## src/rtl/expect_stim_gen.sv

```systemverilog
// ---------------------------------------------------------------------------
// expect_stim_gen
//   Self-checking stimulus driver for a downstream clocked a==b checker.
//   Each run has vec_count vectors. For every vector the module:
//     - presents an operand pair on a_out/b_out,
//     - strobes ctrl_out for one cycle,
//     - waits up to TIMEOUT cycles for the checker's verdict,
//     - scores that verdict against the expected outcome.
//   Vectors chosen by err_every get a deliberate mismatch (b = a ^ 1).
//
// Handshake: ctrl_out is a one-cycle arm strobe and has no back-pressure.
//   The checker answers with a one-cycle resp_valid pulse that carries
//   resp_pass. A pulse counts only while the FSM is in WAIT, i.e. from the
//   cycle after the strobe up to and including the TIMEOUT-th cycle.
//   Pulses at any other time are dropped.
//
// Parameters
//   DW       operand width
//   TIMEOUT  max WAIT cycles per vector (>=1)
//
// Ports
//   clk, rst          clock; synchronous active-high reset
//   start             begin a run (sampled only when idle)
//   vec_count         vectors per run; 0 means start is ignored
//   seed              base operand value (a_out = seed + vector index)
//   err_every         inject a mismatch on every Nth vector; 0 = never
//   resp_valid/pass   verdict pulse from the checker
//   a_out, b_out      operand pair
//   ctrl_out          arm strobe
//   busy, done        run in progress / one-cycle end-of-run pulse
//   pass_cnt, fail_cnt, mism_cnt, tmo_cnt
//                     saturating 16-bit result counters
//   dbg_state         current FSM state, for observation
//   aborted           only when EXPECT_STOP_ON_MISMATCH_EN is defined
//
// Build option: EXPECT_STOP_ON_MISMATCH_EN
//   When defined, the first unexpected verdict or timeout ends the run at once
//   and sets the sticky 'aborted' output.
// ---------------------------------------------------------------------------
module expect_stim_gen #(
  parameter int DW      = 32,
  parameter int TIMEOUT = 15
) (
  input  logic          clk,
  input  logic          rst,
  input  logic          start,
  input  logic [7:0]    vec_count,
  input  logic [DW-1:0] seed,
  input  logic [7:0]    err_every,
  input  logic          resp_valid,
  input  logic          resp_pass,
  output logic [DW-1:0] a_out,
  output logic [DW-1:0] b_out,
  output logic          ctrl_out,
  output logic          busy,
  output logic          done,
  output logic [15:0]   pass_cnt,
  output logic [15:0]   fail_cnt,
  output logic [15:0]   mism_cnt,
  output logic [15:0]   tmo_cnt,
  output logic [2:0]    dbg_state
`ifdef EXPECT_STOP_ON_MISMATCH_EN
  ,
  output logic          aborted
`endif
);

  localparam int TW = $clog2(TIMEOUT + 1);

  typedef enum logic [2:0] {
    S_IDLE  = 3'd0,
    S_LOAD  = 3'd1,
    S_DRIVE = 3'd2,
    S_WAIT  = 3'd3,
    S_FIN   = 3'd4
  } state_t;

  state_t        state_q, state_d;
  logic [7:0]    vcnt_q, vcnt_d;
  logic [7:0]    ev_q, ev_d;
  logic [DW-1:0] seed_q, seed_d;
  logic [7:0]    idx_q, idx_d;
  logic [7:0]    dn_q, dn_d;
  logic [DW-1:0] a_q, a_d;
  logic [DW-1:0] b_q, b_d;
  logic          exp_q, exp_d;
  logic [TW-1:0] timer_q, timer_d;
  logic [15:0]   pass_q, pass_d;
  logic [15:0]   fail_q, fail_d;
  logic [15:0]   mism_q, mism_d;
  logic [15:0]   tmo_q, tmo_d;
`ifdef EXPECT_STOP_ON_MISMATCH_EN
  logic          aborted_q, aborted_d;
  logic          bad;
`endif

  logic load_en;
  logic vec_end;
  logic inj;

  function automatic logic [15:0] sat_inc(input logic [15:0] c);
    return (c == 16'hFFFF) ? c : c + 16'd1;
  endfunction

  always_comb begin
    state_d = state_q;
    vcnt_d  = vcnt_q;
    ev_d    = ev_q;
    seed_d  = seed_q;
    idx_d   = idx_q;
    dn_d    = dn_q;
    a_d     = a_q;
    b_d     = b_q;
    exp_d   = exp_q;
    timer_d = timer_q;
    pass_d  = pass_q;
    fail_d  = fail_q;
    mism_d  = mism_q;
    tmo_d   = tmo_q;
    load_en = 1'b0;
    vec_end = 1'b0;
    inj     = 1'b0;
`ifdef EXPECT_STOP_ON_MISMATCH_EN
    aborted_d = aborted_q;
    bad       = 1'b0;
`endif

    case (state_q)
      S_IDLE: begin
        if (start && (vec_count != 8'd0)) begin
          state_d = S_LOAD;
          vcnt_d  = vec_count;
          ev_d    = err_every;
          seed_d  = seed;
          idx_d   = 8'd0;
          dn_d    = err_every;
          pass_d  = 16'd0;
          fail_d  = 16'd0;
          mism_d  = 16'd0;
          tmo_d   = 16'd0;
          load_en = 1'b1;
`ifdef EXPECT_STOP_ON_MISMATCH_EN
          aborted_d = 1'b0;
`endif
        end
      end
      S_LOAD: state_d = S_DRIVE;
      S_DRIVE: begin
        state_d = S_WAIT;
        timer_d = TW'(1);
      end
      S_WAIT: begin
        // A verdict on the last allowed cycle takes priority over the timeout.
        if (resp_valid) begin
          vec_end = 1'b1;
          if (resp_pass) pass_d = sat_inc(pass_q);
          else           fail_d = sat_inc(fail_q);
          if (resp_pass != exp_q) begin
            mism_d = sat_inc(mism_q);
`ifdef EXPECT_STOP_ON_MISMATCH_EN
            bad = 1'b1;
`endif
          end
        end else if (timer_q == TW'(TIMEOUT)) begin
          vec_end = 1'b1;
          tmo_d   = sat_inc(tmo_q);
`ifdef EXPECT_STOP_ON_MISMATCH_EN
          bad = 1'b1;
`endif
        end else begin
          timer_d = timer_q + TW'(1);
        end

        if (vec_end) begin
          if ((idx_q + 8'd1) == vcnt_q) begin
            state_d = S_FIN;
          end else begin
            state_d = S_LOAD;
            idx_d   = idx_q + 8'd1;
            load_en = 1'b1;
          end
`ifdef EXPECT_STOP_ON_MISMATCH_EN
          if (bad) begin
            state_d   = S_FIN;
            idx_d     = idx_q;
            load_en   = 1'b0;
            aborted_d = 1'b1;
          end
`endif
        end
      end
      S_FIN:   state_d = S_IDLE;
      default: state_d = S_IDLE;
    endcase

    // The operands are computed on entry to LOAD, so they are already valid
    // during the LOAD cycle. They stay unchanged until the next entry.
    // The injection down-counter reloads when it fires, so every
    // err_every-th vector carries the mismatch.
    if (load_en) begin
      inj   = (ev_d != 8'd0) && (dn_d == 8'd1);
      a_d   = seed_d + DW'(idx_d);
      b_d   = inj ? (a_d ^ DW'(1)) : a_d;
      exp_d = ~inj;
      dn_d  = inj ? ev_d : (dn_d - 8'd1);
    end
  end

  always_ff @(posedge clk) begin
    if (rst) begin
      state_q <= S_IDLE;
      vcnt_q  <= '0;
      ev_q    <= '0;
      seed_q  <= '0;
      idx_q   <= '0;
      dn_q    <= '0;
      a_q     <= '0;
      b_q     <= '0;
      exp_q   <= 1'b0;
      timer_q <= '0;
      pass_q  <= '0;
      fail_q  <= '0;
      mism_q  <= '0;
      tmo_q   <= '0;
`ifdef EXPECT_STOP_ON_MISMATCH_EN
      aborted_q <= 1'b0;
`endif
    end else begin
      state_q <= state_d;
      vcnt_q  <= vcnt_d;
      ev_q    <= ev_d;
      seed_q  <= seed_d;
      idx_q   <= idx_d;
      dn_q    <= dn_d;
      a_q     <= a_d;
      b_q     <= b_d;
      exp_q   <= exp_d;
      timer_q <= timer_d;
      pass_q  <= pass_d;
      fail_q  <= fail_d;
      mism_q  <= mism_d;
      tmo_q   <= tmo_d;
`ifdef EXPECT_STOP_ON_MISMATCH_EN
      aborted_q <= aborted_d;
`endif
    end
  end

  assign a_out     = a_q;
  assign b_out     = b_q;
  assign ctrl_out  = (state_q == S_DRIVE);
  assign busy      = (state_q != S_IDLE);
  assign done      = (state_q == S_FIN);
  assign pass_cnt  = pass_q;
  assign fail_cnt  = fail_q;
  assign mism_cnt  = mism_q;
  assign tmo_cnt   = tmo_q;
  assign dbg_state = state_q;
`ifdef EXPECT_STOP_ON_MISMATCH_EN
  assign aborted   = aborted_q;
`endif

endmodule

```

## config.mk

```make
export PLATFORM = sky130hd
export DESIGN_NAME = expect_stim_gen
export DESIGN_NICKNAME = d
export VERILOG_FILES = /design/src/rtl/expect_stim_gen.sv
export SDC_FILE = /design/constraint.sdc
export NUM_CORES = 1
export LEC_CHECK = 0
export CAP_MARGIN = 20
export CORE_MARGIN = 5
export CORE_UTILIZATION = 52
export DETAILED_ROUTE_END_ITERATION = 8
export PLACE_DENSITY = 0.85
export SLEW_MARGIN = 0
export SYNTH_ARGS = -nofsm -noshare
export SYNTH_HDL_FRONTEND = slang
export SYNTH_SLANG_ARGS = --single-unit
export TNS_END_PERCENT = 5
```

## constraint.sdc

```tcl
create_clock -name clk -period 5.3 [get_ports clk]
set_clock_uncertainty 0.1 [all_clocks]
set_input_delay 0.53 -clock clk [delete_from_list [all_inputs] [get_ports clk]]
set_output_delay 0.53 -clock clk [all_outputs]
set_load 0.005 [all_outputs]
```

==> results.txt, run 1 <==
actual slew at the worst max-slew pin -> 0.978 ns
Critical Path AT -> 4.82 ns
CTS tree -> yes
CP Cell Sequence -> nor2b_1, and2_1, o21ai_0, o21ai_4, a22oi_1, fa_1, nor2b_1, o21ai_0, a21oi_1, o211ai_1, or3_1, nand3_1, a21oi_1
vias in the first global route -> 7931
WHS -> 0.363 ns
Clock Sinks -> 169
GPL Wtd Cong -> 0.936
CP max-delay cell -> o21ai_4
Final HPWL DP -> 16.8 mm
diode count -> 0
Final ANT Viol Nets -> 0
Cells after Synth -> 1101
Hold Crit Class -> flop to flop
CTS Buf Count -> 17
Ys Warns -> 0
Hold-fix buffers, CTS -> 0
Congestion Overflow GR -> 0
Post-synth ARST share -> 0
#FFs+latches synth -> 169
unrepaired setup endpoints after global routing -> no
final setup violation count -> 0
DRC -> 0
initial core utilization -> 0.534
routed len/inst -> 16.1 um
Worst-path clk slew -> 0.06 ns
# port buffers -> 186
share of layout cells above drive strength 1 -> 0.0483
sequential cell area fraction in the yosys report -> 0.379
Vias -> 8236
final wirelength -> 23.5 mm
setup repair bufs after CTS -> 0
syn nets -> 1171
Clock H-tree levels -> 4
via/cell ratio -> 5.63
Buf/Inv on CP -> 0
critical path's top delay family -> compound AO/OA/AOI/OAI gates
row count -> 47
PwrDens -> 302 nW/um^2
worst rel slew slack -> 0.346
Clock Latency Late Sink -> 0.43 ns
Setup CP Type -> flop to flop
final-report max-slew violation count -> 0
max-cap viol count -> 0
dpl ws -> 0.486 ns
final hold vios -> 0
max incr delay on CP -> 0.59 ns
main area contributors after synthesis -> dfxtp_1 (38%), nand2_1 (6.8%), xor2_1 (5.5%)
Die W -> 141 um
setup_tns -> 0 ns
area grow syn2layout -> 27.1%
cell taking the most area after synthesis -> dfxtp_1
Post-Syn Area -> 8920 sq um
core area -> 16700 sq um
Post-synth EDFFs -> 0
DIE AREA -> 19900 sq um
Ports -> 187
Most used DFF post-synth -> dfxtp_1
Iter 0 DRT Violations -> 603
CTS resizes -> 0
Tot GR Track Use -> 0.235
f_max -> 215 MHz
worst vdd ir -> 0.259 mV
Avg Cell Area, Syn -> 8.10 sq um
largest net degree at the start of global routing -> 70
global-route wire length before repair -> 39.0 mm
final net count -> 1302
initial antenna violation count -> 0
Tcrit/Tclk final -> 0.876
Clock Tree Root -> clkbuf_16
final worst slack -> 0.657 ns
CTS max path bufs -> 2
Synth top area share -> 0.379
Synth cell types -> 65
Final min period -> 4.64 ns
status -> complete, no violations
Die Ht -> 141 um
CP Capture Type -> flop
Leak -> 4.30 nW
Detailed Routing Iterations Pass 1 -> 5
required time at the worst-slack endpoint -> 5.48 ns
Crit Path Max Fanout -> 23
crit path launch type -> flop
## routing by layer
layer,part of all wire,vias to the layer above,track usage
met3,0.074,34,0.0582
met1,0.43,3826,0.303
met5,0,-,0
li1,-,4060,-
met2,0.48,316,0.399
met4,0.014,0,0.0561
## cells by family after synthesis
family	Yosys count	share of synthesized area
compound gates	188	0.127
xor+xnor	95	0.0964
fa+ha+maj	17	0.0247
buf+inv	98	0.0627
flops	169	0.379
mux	31	0.0349
simple gates	503	0.275
## area by class of cell
type                            instances  area, sq um
Clock buffer                           21          460
Multi-Input combinational cell        834         5000
Timing Repair Buffer                  197         1950
Inverter                               13         48.8
Clock inverter                          8          218
Fill cell                            1373         5370
Tap cell                              220          275
Sequential cell                       169         3380
## cell usage in the layout (no fill, tap or decap), drive strengths merged, types with 21 or more instances in the layout
| cell type | count |
|---|---|
| o21ai | 37 |
| nand4 | 31 |
| clkdlybuf4s50 | 185 |
| nor3 | 21 |
| xnor2 | 37 |
| clkbuf | 21 |
| a21oi | 90 |
| dfxtp | 169 |
| mux2i | 30 |
| nor2 | 116 |
| nand3 | 64 |
| xor2 | 56 |
| nand2 | 162 |
## report_power, final
part / switching, W / internal, W / leakage (nW) / total (W)
logic: 0.000330 / 0.000261 / 2.60 / 0.000592
registers: 0.0000562 / 0.00133 / 1.37 / 0.00139
clock network: 0.000493 / 0.000949 / 0.325 / 0.00144
## cells in the mapped netlist (3+ instances only)
| cell type | number |
|---|---|
| dfxtp_1 | 169 |
| nand2_1 | 162 |
| nor2_1 | 115 |
| a21oi_1 | 90 |
| nand3_1 | 64 |
| xor2_1 | 56 |
| buf_4 | 38 |
| xnor2_1 | 37 |
| o21ai_0 | 33 |
| clkbuf_1 | 31 |
| nand4_1 | 31 |
| mux2i_1 | 30 |
| nor3_1 | 18 |
| and3_1 | 17 |
| ha_1 | 16 |
| and2_1 | 15 |
| and4_1 | 14 |
| inv_1 | 13 |
| nor2b_1 | 13 |
| nor4_1 | 12 |
| or3_1 | 12 |
| a31oi_1 | 10 |
| a21o_1 | 9 |
| buf_2 | 8 |
| nand2b_1 | 8 |
| a211oi_1 | 7 |
| a21boi_0 | 6 |
| buf_6 | 5 |
| nand3b_1 | 5 |
| o211ai_1 | 5 |
| o21ai_1 | 4 |
| o31ai_1 | 3 |
| or2_2 | 3 |
## worst reg2reg max path, cell delays in order (launching register included)
cell,delay [ns]
dfxtp_1,0.49
nor2b_1,0.29
and2_1,0.47
o21ai_0,0.34
o21ai_4,0.59
a22oi_1,0.28
fa_1,0.49
nor2b_1,0.13
o21ai_0,0.10
a21oi_1,0.32
o211ai_1,0.31
or3_1,0.44
nand3_1,0.09
a21oi_1,0.06
## worst paths after layout
| kind | from | to | slack [ns] | cells after the start |
|---|---|---|---|---|
| worst min-delay path | seed_q[4] | seed_q[4] | 0.36 | 2 |
| worst min register to register | seed_q[4] | seed_q[4] | 0.36 | 2 |
| worst max register to register | dbg_state[1] | a_out[24] | 0.66 | 13 |
| worst max-delay path | dbg_state[1] | a_out[24] | 0.66 | 13 |
## stage by stage
stage	instance area (sq um)	total power (W)	utilization	std cells
3_5_place_dp	10600	0.00200	0.637	1432
4_1_cts	11300	0.00344	0.678	1461
5_1_grt	11300	0.00357	0.679	1462
3_3_place_gp	10600	0.00199	0.637	1432
6_report	11300	0.00342	0.679	1462
2_1_floorplan	8920	0.00180	-	1101
## state kept, by name (all words and copies together), names as in the netlist
name	flops
dbg_state	3
pass_cnt	16
timer_q	4
b_out	1
fail_cnt	16
tmo_cnt	16
a_out	32
vcnt_q	8
exp_q	1
idx_q	8
seed_q	32
ev_q	8
dn_q	8
mism_cnt	16
(Power assumes the default switching activity.)
==> run 2: changes to the inputs <==
--- a/config.mk
+++ b/config.mk
@@ -7,9 +7,9 @@
 export LEC_CHECK = 0
 export CAP_MARGIN = 20
 export CORE_MARGIN = 5
-export CORE_UTILIZATION = 52
+export CORE_UTILIZATION = 47
 export DETAILED_ROUTE_END_ITERATION = 8
-export PLACE_DENSITY = 0.85
+export PLACE_DENSITY = 0.81
 export SLEW_MARGIN = 0
 export SYNTH_ARGS = -nofsm -noshare
 export SYNTH_HDL_FRONTEND = slang
==> constraint.sdc (replaced) <==
create_clock -name clk -period 3.81 [get_ports clk]
set_clock_uncertainty 0.1 [all_clocks]
set_input_delay 0.381 -clock clk [delete_from_list [all_inputs] [get_ports clk]]
set_output_delay 0.381 -clock clk [all_outputs]
set_load 0.005 [all_outputs]
==> run 2 against run 1 <==
- routed wire length rose by 7.8%
- total power rose by 35%
- clock-buffer cell count did not move
- combinational power rose by 66%
- final area rose by 8.6%
- non-clock buffer count rose by 99
- utilization fell by 2.0 points
- worst hold slack got worse by 0.096 ns
- cell count rose by 7.8%
- setup slack got worse by 0.61 ns
- fmax rose by 24%
- register-to-register slack got worse by 0.61 ns
- highest routed layer unchanged
==> results.txt, run 2 (synthesis results as in run 1) <==
Critical Path AT -> 3.93 ns (was 4.82 ns)
Detailed Routing Iterations Pass 1 -> 5 (unchanged)
worst vdd ir -> 0.262 mV (was 0.259 mV)
Final min period -> 3.76 ns (was 4.64 ns)
final net count -> 1401 (was 1302)
global-route wire length before repair -> 41.0 mm (was 39.0 mm)
largest net degree at the start of global routing -> 72 (was 70)
GPL Wtd Cong -> 0.875 (was 0.936)
Congestion Overflow GR -> 0 (unchanged)
final hold vios -> 0 (unchanged)
critical path's top delay family -> simple AND/OR/NAND/NOR gates (was compound AO/OA/AOI/OAI gates)
Die W -> 148 um (was 141 um)
routed len/inst -> 16.1 um (about the same)
Clock Tree Root -> clkbuf_16 (unchanged)
Clock Sinks -> 169 (unchanged)
diode count -> 0 (unchanged)
crit path from -> idx_q[0] (was dbg_state[1])
Tot GR Track Use -> 0.223 (was 0.235)
CTS tree -> yes (unchanged)
crit path launch type -> flop (unchanged)
RR Endpoint -> a_out[24] (unchanged)
switching share of power -> 0.280 (was 0.257)
Final ANT Viol Nets -> 0 (unchanged)
Vias -> 8714 (was 8236)
Clk pwr share -> 0.370 (was 0.421)
worst reg2reg path depth -> 18 (was 13)
CP Capture Type -> flop (unchanged)
capture point of the critical path -> a_out[24] (unchanged)
max incr delay on CP -> 0.39 ns (was 0.59 ns)
via/cell ratio -> 5.53 (was 5.63)
f_max -> 266 MHz (was 215 MHz)
Worst-path clk slew -> 0.07 ns (was 0.06 ns)
DRC -> 0 (unchanged)
Clock Latency Late Sink -> 0.42 ns (was 0.43 ns)
Final HPWL DP -> 17.9 mm (was 16.8 mm)
CP Cell Sequence -> ha_4, and3_4, xnor3_1, and4_4, nand3_2, o21a_1, a21oi_2, ha_2, inv_2, fa_2, nor2b_2, o21ai_2, a21oi_2, o211ai_1, buf_4, or3_4, nand3_2, a21oi_2 (was nor2b_1, and2_1, o21ai_0, o21ai_4, a22oi_1, fa_1, nor2b_1, o21ai_0, a21oi_1, o211ai_1, or3_1, nand3_1, a21oi_1)
Setup CP Type -> flop to flop (unchanged)
GR Util met2 -> 0.393 (was 0.399)
Hold Crit Class -> input pin to flop (was flop to flop)
core area -> 18700 sq um (was 16700 sq um)
actual slew at the worst max-slew pin -> 0.760 ns (was 0.978 ns)
Clock H-tree levels -> 4 (unchanged)
Crit Path Max Fanout -> 8 (was 23)
CTS max path bufs -> 2 (unchanged)
most common cell after layout, fill and taps aside -> clkdlybuf4s50_1 (unchanged)
max-cap viol count -> 0 (unchanged)
setup_tns -> 0 ns (unchanged)
met1 Use GR -> 0.272 (was 0.303)
final-report max-slew violation count -> 0 (unchanged)
Int Pwr -> 0.00332 W (was 0.00254 W)
Leak -> 4.86 nW (was 4.30 nW)
CP max-delay cell -> fa_2 (was o21ai_4)
Tcrit/Tclk final -> 0.986 (was 0.876)
area grow syn2layout -> 38.1% (was 27.1%)
unrepaired setup endpoints after global routing -> yes (was no)
vias in the first global route -> 8624 (was 7931)
sequential group share of total power -> 0.418 (was 0.406)
most frequent CP cell -> a21oi_2
FILL cells -> 1547 (was 1373)
initial core utilization -> 0.477 (was 0.534)
row count -> 50 (was 47)
commonest non-fill, non-tap cells in the layout -> clkdlybuf4s50_1 (177), dfxtp_1 (164), nand2_1 (157) (was clkdlybuf4s50_1 (185), dfxtp_1 (169), nand2_1 (162))
DIE AREA -> 21800 sq um (was 19900 sq um)
critical path depth in cells -> 18 (was 13)
dpl ws -> -0.637 ns (was 0.486 ns)
Switch Pwr -> 0.00129 W (was 0.000879 W)
met3 Resource Use GR -> 0.0607 (was 0.0582)
required time at the worst-slack endpoint -> 3.98 ns (was 5.48 ns)
Ports -> 187 (unchanged)
Iter 0 DRT Violations -> 442 (was 603)
grt peak-use layer -> met2 (unchanged)
PwrDens -> 375 nW/um^2 (was 302 nW/um^2)
final setup violation count -> 0 (unchanged)
initial antenna violation count -> 0 (unchanged)
# port buffers -> 186 (unchanged)
Buf/Inv on CP -> 2 (was 0)
r2r setup slk -> 0.05 ns (was 0.66 ns)
Reg2Reg Launch Point -> idx_q[0] (was dbg_state[1])
status -> complete, no violations (unchanged)
final wirelength -> 25.4 mm (was 23.5 mm)
share of layout cells above drive strength 1 -> 0.159 (was 0.0483)
Logic pwr share -> 0.213 (was 0.173)
worst rel slew slack -> 0.491 (was 0.346)
WHS -> 0.267 ns (was 0.363 ns)
Die Ht -> 148 um (was 141 um)
final worst slack -> 0.0522 ns (was 0.657 ns)
CTS Buf Count -> 17 (unchanged)
run 2: cell types whose count changed in the layout (fill, tap and decap cells not counted), moves of 6 or more:
cell	before	now
a21oi_1	90	84
a21oi_2	0	6
buf_4	11	107
clkdlybuf4s50_1	185	177
dlymetal6s2s_1	0	8
o21ai_0	33	27
run 2: layout make-up:
cell class | count | area [sq um] | share of cell area
multi-input combinational | 834 | 5270 | 0.428
tap | 234 | 293 | 0.0238
inverter | 13 | 48.8 | 0.00396
clock buffer | 21 | 460 | 0.0374
timing repair buffer | 296 | 2720 | 0.221
sequential | 169 | 3400 | 0.276
clock inverter | 9 | 118 | 0.00955
run 2: how the worst min path moves through the flow:
| stage | cells after the start | slack (ns) | end | from |
|---|---|---|---|---|
| floorplan | 2 | 0.34 | vcnt_q[4] | vcnt_q[4] |
| global placement | 2 | 0.35 | b_out[0] | b_out[0] |
| detailed placement | 2 | 0.36 | seed_q[4] | seed_q[4] |
| CTS | 2 | 0.37 | seed_q[4] | seed_q[4] |
| global route | 4 | 0.26 | vcnt_q[0] | vec_count[0] |
| finish | 4 | 0.27 | vcnt_q[2] | vec_count[2] |
run 2: per-stage QoR:
step | total power (W) | instances | cell area [sq um] | util
after global placement | 0.00287 | 1533 | 11300 | 0.605
after global routing | 0.00483 | 1576 | 12300 | 0.658
final | 0.00461 | 1576 | 12300 | 0.658
after CTS | 0.00461 | 1567 | 12000 | 0.641
after detailed placement | 0.00290 | 1533 | 11300 | 0.605
after floorplan | 0.00252 | 1101 | 8960 | -
run 2: tightest hold or removal path: cells and delay by family:
family | cells | cell delay, ns
buffers and inverters | 2 | 0.21
AND/OR/NAND/NOR | 1 | 0.04
AO/OA/AOI/OAI | 1 | 0.11
run 2: power groups by stage:
stage / Sequential (W) / Clock, W / Combinational [W]
final: 0.00193 / 0.00171 / 0.000980
after global routing: 0.00194 / 0.00182 / 0.00107
after CTS: 0.00193 / 0.00174 / 0.000946
after detailed placement: 0.00197 / 0 / 0.000933
after global placement: 0.00196 / 0 / 0.000912
after floorplan: 0.00195 / 0 / 0.000571
run 2: per-layer routing:
| metal | routed length [um] | part of all wire | up-vias |
|---|---|---|---|
| li1 | - | - | 4247 |
| met4 | 302 | 0.012 | 0 |
| met3 | 1740 | 0.069 | 24 |
| met5 | 0 | 0 | - |
| met1 | 10600 | 0.42 | 4147 |
| met2 | 12700 | 0.50 | 296 |
run 2: what timing repair did:
action                                  4_1_cts  5_1_grt
resized for setup                            15       67
pin swaps                                    10       32
endpoints found under the setup margin       24       33
hold buffers                                  0        0
setup buffers                                 4       10
